### src/rtl/pampy_pkg.sv
// rtl/pampy_pkg.sv - shared fetch-stage types and instruction field positions
package pampy_pkg;

    typedef enum logic [1:0] {
        IDLE  = 2'd0,
        RUN   = 2'd1,
        DRAIN = 2'd2
    } fetch_state_t;

    localparam int OPC_MSB = 15;
    localparam int OPC_LSB = 8;
    localparam int ARG_MSB = 7;
    localparam int ARG_LSB = 0;

endpackage

### src/rtl/instr_fetch_unit_if.sv
// rtl/instr_fetch_unit_if.sv - program memory and core-side handshakes of the fetch stage
interface instr_fetch_unit_if #(
    parameter int DATA_WIDTH        = 8,
    parameter int ADDR_WIDTH        = 12,
    parameter int INSTRUCTION_WIDTH = 16
);
    logic                         FETCH_EN;
    logic                         REDIRECT_VALID;
    logic [ADDR_WIDTH-1:0]        REDIRECT_ADDR;
    logic                         MEM_REQ;
    logic [ADDR_WIDTH-1:0]        MEM_ADDR;
    logic                         MEM_GNT;
    logic                         MEM_RVALID;
    logic [INSTRUCTION_WIDTH-1:0] MEM_RDATA;
    logic                         INSTR_VALID;
    logic                         INSTR_READY;
    logic [DATA_WIDTH-1:0]        INSTR_OUT;
    logic [DATA_WIDTH-1:0]        ARG_OUT;
    logic [ADDR_WIDTH-1:0]        INSTR_PC;
    logic [ADDR_WIDTH-1:0]        FETCH_PC;
    logic                         ERR_OUT;

    modport master (
        input  FETCH_EN, REDIRECT_VALID, REDIRECT_ADDR,
        input  MEM_GNT, MEM_RVALID, MEM_RDATA, INSTR_READY,
        output MEM_REQ, MEM_ADDR, INSTR_VALID, INSTR_OUT, ARG_OUT,
        output INSTR_PC, FETCH_PC, ERR_OUT
    );

    modport slave (
        output FETCH_EN, REDIRECT_VALID, REDIRECT_ADDR,
        output MEM_GNT, MEM_RVALID, MEM_RDATA, INSTR_READY,
        input  MEM_REQ, MEM_ADDR, INSTR_VALID, INSTR_OUT, ARG_OUT,
        input  INSTR_PC, FETCH_PC, ERR_OUT
    );
endinterface

### src/rtl/fetch_fifo.sv
// rtl/fetch_fifo.sv - synchronous FIFO with flush and a registered head entry
module fetch_fifo #(
    parameter int WIDTH = 28,
    parameter int DEPTH = 4,
    parameter int CNT_W = $clog2(DEPTH) + 1
) (
    input  logic             clk,
    input  logic             reset,
    input  logic             flush,
    input  logic             push,
    input  logic [WIDTH-1:0] push_data,
    input  logic             pop,
    output logic [WIDTH-1:0] head_data,
    output logic             head_valid,
    output logic [CNT_W-1:0] count
);
    localparam int PTR_W = $clog2(DEPTH);

    logic [WIDTH-1:0] mem [DEPTH];
    logic [PTR_W-1:0] wr_ptr;
    logic [PTR_W-1:0] rd_ptr;
    logic [PTR_W-1:0] rd_next;
    logic             full;
    logic             do_push;
    logic             do_pop;

    assign full       = (count == CNT_W'(DEPTH));
    assign head_valid = (count != '0);
    assign do_pop     = pop & ~flush & head_valid;
    assign do_push    = push & ~flush & (~full | do_pop);
    assign rd_next    = rd_ptr + PTR_W'(do_pop);

    always_ff @(posedge clk or negedge reset) begin
        if (!reset) begin
            for (int i = 0; i < DEPTH; i++) begin
                mem[i] <= '0;
            end
            wr_ptr    <= '0;
            rd_ptr    <= '0;
            count     <= '0;
            head_data <= '0;
        end else if (flush) begin
            wr_ptr <= '0;
            rd_ptr <= '0;
            count  <= '0;
        end else begin
            if (do_push) begin
                mem[wr_ptr] <= push_data;
                wr_ptr      <= wr_ptr + PTR_W'(1);
            end
            rd_ptr <= rd_next;
            count  <= count + CNT_W'(do_push) - CNT_W'(do_pop);
            // The new head is either already stored or is the word being written now.
            if (do_push && (wr_ptr == rd_next)) begin
                head_data <= push_data;
            end else if (do_pop) begin
                head_data <= mem[rd_next];
            end
        end
    end

endmodule

### src/rtl/instr_fetch_unit.sv
// rtl/instr_fetch_unit.sv - in-order instruction fetch with credit-limited buffering and redirect drain
module instr_fetch_unit
    import pampy_pkg::*;
#(
    parameter int DATA_WIDTH        = 8,
    parameter int ADDR_WIDTH        = 12,
    parameter int INSTRUCTION_WIDTH = 16,
    parameter int FIFO_DEPTH        = 4
) (
    input  logic                clk,
    input  logic                reset,
    instr_fetch_unit_if.master  bus
);
    localparam int CNT_W   = $clog2(FIFO_DEPTH) + 1;
    localparam int ENTRY_W = ADDR_WIDTH + INSTRUCTION_WIDTH;

    fetch_state_t          state;
    logic [ADDR_WIDTH-1:0] fetch_pc;
    logic [ADDR_WIDTH-1:0] resp_pc;
    logic [CNT_W-1:0]      out_cnt;
    logic [CNT_W-1:0]      out_cnt_next;
    logic [CNT_W-1:0]      fifo_count;
    logic [CNT_W:0]        credit_used;
    logic                  err;

    logic                  redirect;
    logic                  mem_req;
    logic                  issue;
    logic                  rsp_live;
    logic                  fifo_push;
    logic                  fifo_pop;
    logic                  head_valid;
    logic [ENTRY_W-1:0]    head_data;
    logic [DATA_WIDTH-1:0] opc_field;
    logic [DATA_WIDTH-1:0] arg_field;

    assign redirect     = bus.REDIRECT_VALID;
    // Credit uses registered counts only, so a same-cycle pop does not free a slot.
    assign credit_used  = {1'b0, fifo_count} + {1'b0, out_cnt};
    assign mem_req      = (state == RUN) & ~redirect & (credit_used < (CNT_W+1)'(FIFO_DEPTH));
    assign issue        = mem_req & bus.MEM_GNT;
    assign rsp_live     = bus.MEM_RVALID & (out_cnt != '0);
    assign fifo_push    = rsp_live & ~redirect & (state != DRAIN);
    assign fifo_pop     = head_valid & bus.INSTR_READY;
    assign out_cnt_next = out_cnt + CNT_W'(issue) - CNT_W'(rsp_live);

    fetch_fifo #(
        .WIDTH (ENTRY_W),
        .DEPTH (FIFO_DEPTH),
        .CNT_W (CNT_W)
    ) u_fifo (
        .clk        (clk),
        .reset      (reset),
        .flush      (redirect),
        .push       (fifo_push),
        .push_data  ({resp_pc, bus.MEM_RDATA}),
        .pop        (fifo_pop),
        .head_data  (head_data),
        .head_valid (head_valid),
        .count      (fifo_count)
    );

    always_ff @(posedge clk or negedge reset) begin
        if (!reset) begin
            fetch_pc <= '0;
            resp_pc  <= '0;
            out_cnt  <= '0;
            err      <= 1'b0;
        end else begin
            out_cnt <= out_cnt_next;
            if (bus.MEM_RVALID && (out_cnt == '0)) begin
                err <= 1'b1;
            end
            if (redirect) begin
                fetch_pc <= bus.REDIRECT_ADDR;
                resp_pc  <= bus.REDIRECT_ADDR;
            end else begin
                if (issue)     fetch_pc <= fetch_pc + ADDR_WIDTH'(1);
                if (fifo_push) resp_pc  <= resp_pc + ADDR_WIDTH'(1);
            end
        end
    end

    always_ff @(posedge clk or negedge reset) begin
        if (!reset) begin
            state <= IDLE;
        end else if (redirect) begin
            // Responses still in flight belong to the old stream and must be drained first.
            if (out_cnt_next != '0)  state <= DRAIN;
            else if (bus.FETCH_EN)   state <= RUN;
            else                     state <= IDLE;
        end else begin
            case (state)
                IDLE:    if (bus.FETCH_EN)  state <= RUN;
                RUN:     if (!bus.FETCH_EN) state <= IDLE;
                DRAIN:   if (out_cnt_next == '0) state <= bus.FETCH_EN ? RUN : IDLE;
                default: state <= IDLE;
            endcase
        end
    end

    assign opc_field       = head_data[OPC_MSB:OPC_LSB];
    assign arg_field       = head_data[ARG_MSB:ARG_LSB];

    assign bus.MEM_REQ     = mem_req;
    assign bus.MEM_ADDR    = fetch_pc;
    assign bus.FETCH_PC    = fetch_pc;
    assign bus.INSTR_VALID = head_valid;
    assign bus.INSTR_OUT   = opc_field;
    assign bus.ARG_OUT     = arg_field;
    assign bus.INSTR_PC    = head_data[ENTRY_W-1:INSTRUCTION_WIDTH];
    assign bus.ERR_OUT     = err;

endmodule
### src/flat_wrapper.sv
// flat-port wrapper written by rule: the top's interface ports become plain ports
module instr_fetch_unit_flat import pampy_pkg::*;
#(
    parameter int DATA_WIDTH        = 8,
    parameter int ADDR_WIDTH        = 12,
    parameter int INSTRUCTION_WIDTH = 16,
    parameter int FIFO_DEPTH        = 4
)
  (clk, reset, bus_FETCH_EN, bus_REDIRECT_VALID, bus_REDIRECT_ADDR, bus_MEM_GNT, bus_MEM_RVALID, bus_MEM_RDATA, bus_INSTR_READY, bus_MEM_REQ, bus_MEM_ADDR, bus_INSTR_VALID, bus_INSTR_OUT, bus_ARG_OUT, bus_INSTR_PC, bus_FETCH_PC, bus_ERR_OUT);
  instr_fetch_unit_if #(.DATA_WIDTH(DATA_WIDTH), .ADDR_WIDTH(ADDR_WIDTH), .INSTRUCTION_WIDTH(INSTRUCTION_WIDTH)) bus_i ();
  input  logic clk;
  input  logic reset;
  input wire logic [$bits(bus_i.FETCH_EN)-1:0] bus_FETCH_EN;
  input wire logic [$bits(bus_i.REDIRECT_VALID)-1:0] bus_REDIRECT_VALID;
  input wire logic [$bits(bus_i.REDIRECT_ADDR)-1:0] bus_REDIRECT_ADDR;
  input wire logic [$bits(bus_i.MEM_GNT)-1:0] bus_MEM_GNT;
  input wire logic [$bits(bus_i.MEM_RVALID)-1:0] bus_MEM_RVALID;
  input wire logic [$bits(bus_i.MEM_RDATA)-1:0] bus_MEM_RDATA;
  input wire logic [$bits(bus_i.INSTR_READY)-1:0] bus_INSTR_READY;
  output wire logic [$bits(bus_i.MEM_REQ)-1:0] bus_MEM_REQ;
  output wire logic [$bits(bus_i.MEM_ADDR)-1:0] bus_MEM_ADDR;
  output wire logic [$bits(bus_i.INSTR_VALID)-1:0] bus_INSTR_VALID;
  output wire logic [$bits(bus_i.INSTR_OUT)-1:0] bus_INSTR_OUT;
  output wire logic [$bits(bus_i.ARG_OUT)-1:0] bus_ARG_OUT;
  output wire logic [$bits(bus_i.INSTR_PC)-1:0] bus_INSTR_PC;
  output wire logic [$bits(bus_i.FETCH_PC)-1:0] bus_FETCH_PC;
  output wire logic [$bits(bus_i.ERR_OUT)-1:0] bus_ERR_OUT;
  assign bus_i.FETCH_EN = bus_FETCH_EN;
  assign bus_i.REDIRECT_VALID = bus_REDIRECT_VALID;
  assign bus_i.REDIRECT_ADDR = bus_REDIRECT_ADDR;
  assign bus_i.MEM_GNT = bus_MEM_GNT;
  assign bus_i.MEM_RVALID = bus_MEM_RVALID;
  assign bus_i.MEM_RDATA = bus_MEM_RDATA;
  assign bus_i.INSTR_READY = bus_INSTR_READY;
  assign bus_MEM_REQ = bus_i.MEM_REQ;
  assign bus_MEM_ADDR = bus_i.MEM_ADDR;
  assign bus_INSTR_VALID = bus_i.INSTR_VALID;
  assign bus_INSTR_OUT = bus_i.INSTR_OUT;
  assign bus_ARG_OUT = bus_i.ARG_OUT;
  assign bus_INSTR_PC = bus_i.INSTR_PC;
  assign bus_FETCH_PC = bus_i.FETCH_PC;
  assign bus_ERR_OUT = bus_i.ERR_OUT;
  instr_fetch_unit #(.DATA_WIDTH(DATA_WIDTH), .ADDR_WIDTH(ADDR_WIDTH), .INSTRUCTION_WIDTH(INSTRUCTION_WIDTH), .FIFO_DEPTH(FIFO_DEPTH)) u_core (.clk(clk), .reset(reset), .bus(bus_i));
endmodule
### config.mk
export PLATFORM = sky130hd
export DESIGN_NAME = instr_fetch_unit_flat
export DESIGN_NICKNAME = d
export VERILOG_FILES = /design/src/rtl/pampy_pkg.sv /design/src/rtl/instr_fetch_unit_if.sv /design/src/rtl/fetch_fifo.sv /design/src/rtl/instr_fetch_unit.sv /design/src/flat_wrapper.sv
export SDC_FILE = /design/constraint.sdc
export NUM_CORES = 1
export LEC_CHECK = 0
export BUFFER_PORTS_ARGS = -buffer_cell sky130_fd_sc_hd__buf_4
export CAP_MARGIN = 20
export CORE_MARGIN = 4
export CORE_UTILIZATION = 40
export DETAILED_ROUTE_END_ITERATION = 6
export PLACE_DENSITY = 0.66
export SLEW_MARGIN = 20
export SYNTH_ARGS = -nofsm -noshare
export SYNTH_HDL_FRONTEND = slang
export SYNTH_SLANG_ARGS = --single-unit
### constraint.sdc
create_clock -name clk -period 4.1 [get_ports clk]
set_input_delay 1.025 -clock clk [delete_from_list [all_inputs] [get_ports clk]]
set_output_delay 1.025 -clock clk [all_outputs]
set_load 0.02 [all_outputs]
==> results.sh <==
export IMPL_max_slew_margin=0.3939
export IMPL_max_slew_worst_pin_slew_ps=907.3
export IMPL_post_synth_cell_area_avg_sq_um=14.15
export IMPL_critical_path_cell_chain="o31ai_2, inv_1, ha_1, inv_1, ha_1, fa_1, xnor3_1, or3_1, o22ai_1, and2_1"
export IMPL_tritoncts_sinks=177
export IMPL_cp_slowest_stage_delay_ps=780
export IMPL_cts_htree_levels=4
export IMPL_routed_wl_um=18090
export IMPL_worst_ep_arrival_time_ps=3470
export IMPL_post_synth_instance_area_sq_mm=0.008407
export IMPL_timing_final_max_slew_violations=0
export IMPL_crit_type="reg -> reg"
export IMPL_outcome="complete, no violations"
export IMPL_cts_hold_repair_buffers=0
export IMPL_timing_final_crit_share=0.7565
export IMPL_core_area_sq_mm=0.02043
export IMPL_combinational_family_with_the_most_area_after_synthesis="multiplexers"
export IMPL_antenna_violations_before_repair=0
export IMPL_highest_attainable_clock_frequency_ghz=0.3224
export IMPL_postCtsResizedCells=0
export IMPL_clockBufferDepth=2
export IMPL_fin_nets=719
export IMPL_area_growth_synth_to_final_pct=18.02
export IMPL_synth_adder_area_share=0.02411
export IMPL_drt_pass1_iter_count=4
export IMPL_mappedNetlistNets=644
export IMPL_design_die_area_sq_mm=0.02340
export IMPL_synth_largest_type_area_fraction=0.5269
export IMPL_synth_compound_area_frac=0.03587
export IMPL_routed_wire_per_std_cell_um=19.00
export IMPL_skew_ps=12.05
export IMPL_worst_path_cell_with_the_longest_stage_delay="sky130_fd_sc_hd__o31ai_2"
export IMPL_min_delay_path_class="reg -> reg"
export IMPL_place_hpwl_um=11470
export IMPL_synthDistinctLibCells=50
export IMPL_endpoint_kind="flip-flop"
export IMPL_gp_routability_congestion=0.8146
export IMPL_timing_max_cap_violations=0
export IMPL_cts_clk_slew_worst_paths_ps=70
export IMPL_first_iter_violations=265
export IMPL_drc=0
export IMPL_setup_worst_path_start_class="flip-flop"
export IMPL_synthXorXnorAreaFrac=0.01622
export IMPL_boundaryPins=90
export IMPL_antennaDiodeCount=0
export IMPL_critPathMaxFanout=10
export IMPL_via_count=5181
export IMPL_numCtsBuffers=17
export IMPL_setup_violations=0
export IMPL_track_usage=0.1605
export IMPL_grt_pass1_wl_um=30190
export IMPL_yosys_top_cells_area="sky130_fd_sc_hd__dfrtp_1, sky130_fd_sc_hd__mux2_2, sky130_fd_sc_hd__mux4_2"
export IMPL_synth_simple_area_share=0.05983
export IMPL_horiz_die_dim_um=153.0
export IMPL_internal_reg_to_reg_setup_slack_ps=1000
export IMPL_ir_worst_vdd_uv=329.7
export IMPL_yosys_warnings=0
export IMPL_synth_seq_area_share=0.5269
export IMPL_postSynth_topFlopCell="sky130_fd_sc_hd__dfrtp_1"
export IMPL_grt_setup_unrepaired="no"
export IMPL_first_global_vias=5629
export IMPL_synthMuxAreaShare=0.3023
export IMPL_floorplan_initialDensity=0.4115
export IMPL_route_detailed_vias_per_inst=5.442
export IMPL_io_buffer_count=89
export IMPL_synth_seq_cells=177
export IMPL_synth_edf_count=0
export IMPL_ctsRootBufferMaster="sky130_fd_sc_hd__clkbuf_16"
export IMPL_final_hold_violation_count=0
export IMPL_leakage_power_nw=4.512
export IMPL_final_antenna_net_count=0
export IMPL_gr_total_overflow=0
export IMPL_number_of_standard_cells_after_synthesis=594
export IMPL_totalNegativeSetupSlack_ps=0
export IMPL_core_rowCount=52
export IMPL_post_place_ws_ps=533.9
export IMPL_maximum_number_of_pins_on_one_net_before_global_route_repair=85
export IMPL_final_min_clock_period_ps=3102
export IMPL_post_cts_buffers=0
export IMPL_die_y_um=153.0
export IMPL_yosysTopAreaCell="sky130_fd_sc_hd__dfrtp_1"
export IMPL_async_set_reset_flop_share_out_of_synthesis=1.000
export IMPL_tritoncts="built"
export IMPL_drive_gt1_frac=0.4971
export IMPL_cp_data_required_time_ps=4470
export IMPL_worst_slack_ps=998.2
export IMPL_power_density_cell_area_mw_per_mm2=659.3
export IMPL_clkLatencyLatePin_ps=440
## area by class of cell
cell class	instances	area, sq um
Clock buffer	17	425.4
Clock inverter	15	167.7
Fill cell	1771	10510
Inverter	16	60.06
Multi-Input combinational cell	355	3707
Sequential cell	177	4429
Tap cell	270	337.8
Timing Repair Buffer	102	794.5
## cells in the mapped netlist, drive strengths merged, types with 2 or more instances
cell	count
and3	6
clkbuf	19
o211ai	3
or3	8
o21a	2
ha	13
nor3	4
mux2i	3
o21ai	8
mux4	28
a31oi	4
nor3b	2
nor4	8
o21bai	3
mux2	167
o31ai	3
a221o	4
fa	2
nand3	10
and2	2
xor2	4
a311oi	2
nor4b	2
xnor2	9
dfrtp	177
a21oi	5
nor2b	4
nor2	10
inv	15
nand4	7
o31a	3
nand2	18
buf	27
nand2b	2
## registers in the layout, indices dropped and copies added (netlist names)
name and count:
u_core.u_fifo.head_data 28, u_core.state 2, u_core.resp_pc 12, u_core.out_cnt 3, u_core.bus.FETCH_PC 12, u_core.u_fifo.mem 112, u_core.u_fifo.count 3, u_core.u_fifo.rd_ptr 2
u_core.u_fifo.wr_ptr 2, u_core.bus.ERR_OUT 1
## layout by cell type, fill, tap and decap left out, drive strengths merged, types with 3 or more instances in the layout
cell,n
inv,23
o21ai,8
xor2,4
a221o,4
o31a,3
and3,6
xnor2,9
nand4,7
o21bai,3
ha,13
nor3,4
a21oi,5
o31ai,3
mux2i,3
nor2,10
mux2,167
nor2b,4
nor4,8
a31oi,4
or3,8
clkinv,6
nand2,18
dfrtp,177
mux4,28
buf,102
o211ai,3
clkbuf,17
nand3,10
## kinds of logic after synthesis
kind of cell | Yosys count
AOI/OAI and AO/OA | 42
buffers and inverters | 62
and+or+nand+nor | 86
adders and majority gates | 15
DFF | 177
xor gates and xnor gates | 14
muxes | 198
## critical path: cells and delay by family, from the launching register on
kind            cells  cell delay (ps)
compound gates      2              900
fa+ha+maj           3              870
simple gates        2              490
buf+inv             2              140
xor+xnor            1              200
flops               1              450
## final timing paths
kind                                    startpoint                 endpoint  cells past startpoint
worst max-delay path             u_core.out_cnt[1]          u_core.state[0]                     10
worst min-delay path            u_core.bus.ERR_OUT       u_core.bus.ERR_OUT                      1
worst max register to register   u_core.out_cnt[1]          u_core.state[0]                     10
worst min register to register  u_core.bus.ERR_OUT       u_core.bus.ERR_OUT                      1
max in group asynchronous                    reset  u_core.u_fifo.wr_ptr[1]                      2
min in group asynchronous                    reset    u_core.u_fifo.mem[62]                      1
## metal layers
layer,share of wire,vias up,track usage
met3,0.063,22,0.04382
met5,0,-,0
met1,0.43,2681,0.2115
li1,-,2331,-
met4,0.011,0,0.04031
met2,0.50,147,0.2655
## through the flow
| stage | total power, mW | hold WS [ps] | area (sq um) | utilization | instances |
|---|---|---|---|---|---|
| after global routing | 6.944 | 487.0 | 9922 | 0.4857 | 952 |
| after floorplan | 4.255 | 473.9 | 8407 | - | 594 |
| after global placement | 4.866 | 452.2 | 9329 | 0.4566 | 920 |
| final | 6.541 | 466.3 | 9922 | 0.4857 | 952 |
| after CTS | 6.624 | 473.2 | 9922 | 0.4857 | 952 |
| after detailed placement | 4.996 | 457.8 | 9329 | 0.4566 | 920 |
## power by group
group	total [mW]	internal [mW]	switching [mW]
logic	2.24	1.29	0.945
registers	2.69	2.32	0.376
clock network	1.61	0.867	0.745
total	6.54	4.48	2.07
Note: power is estimated with default switching activity, not from simulation.
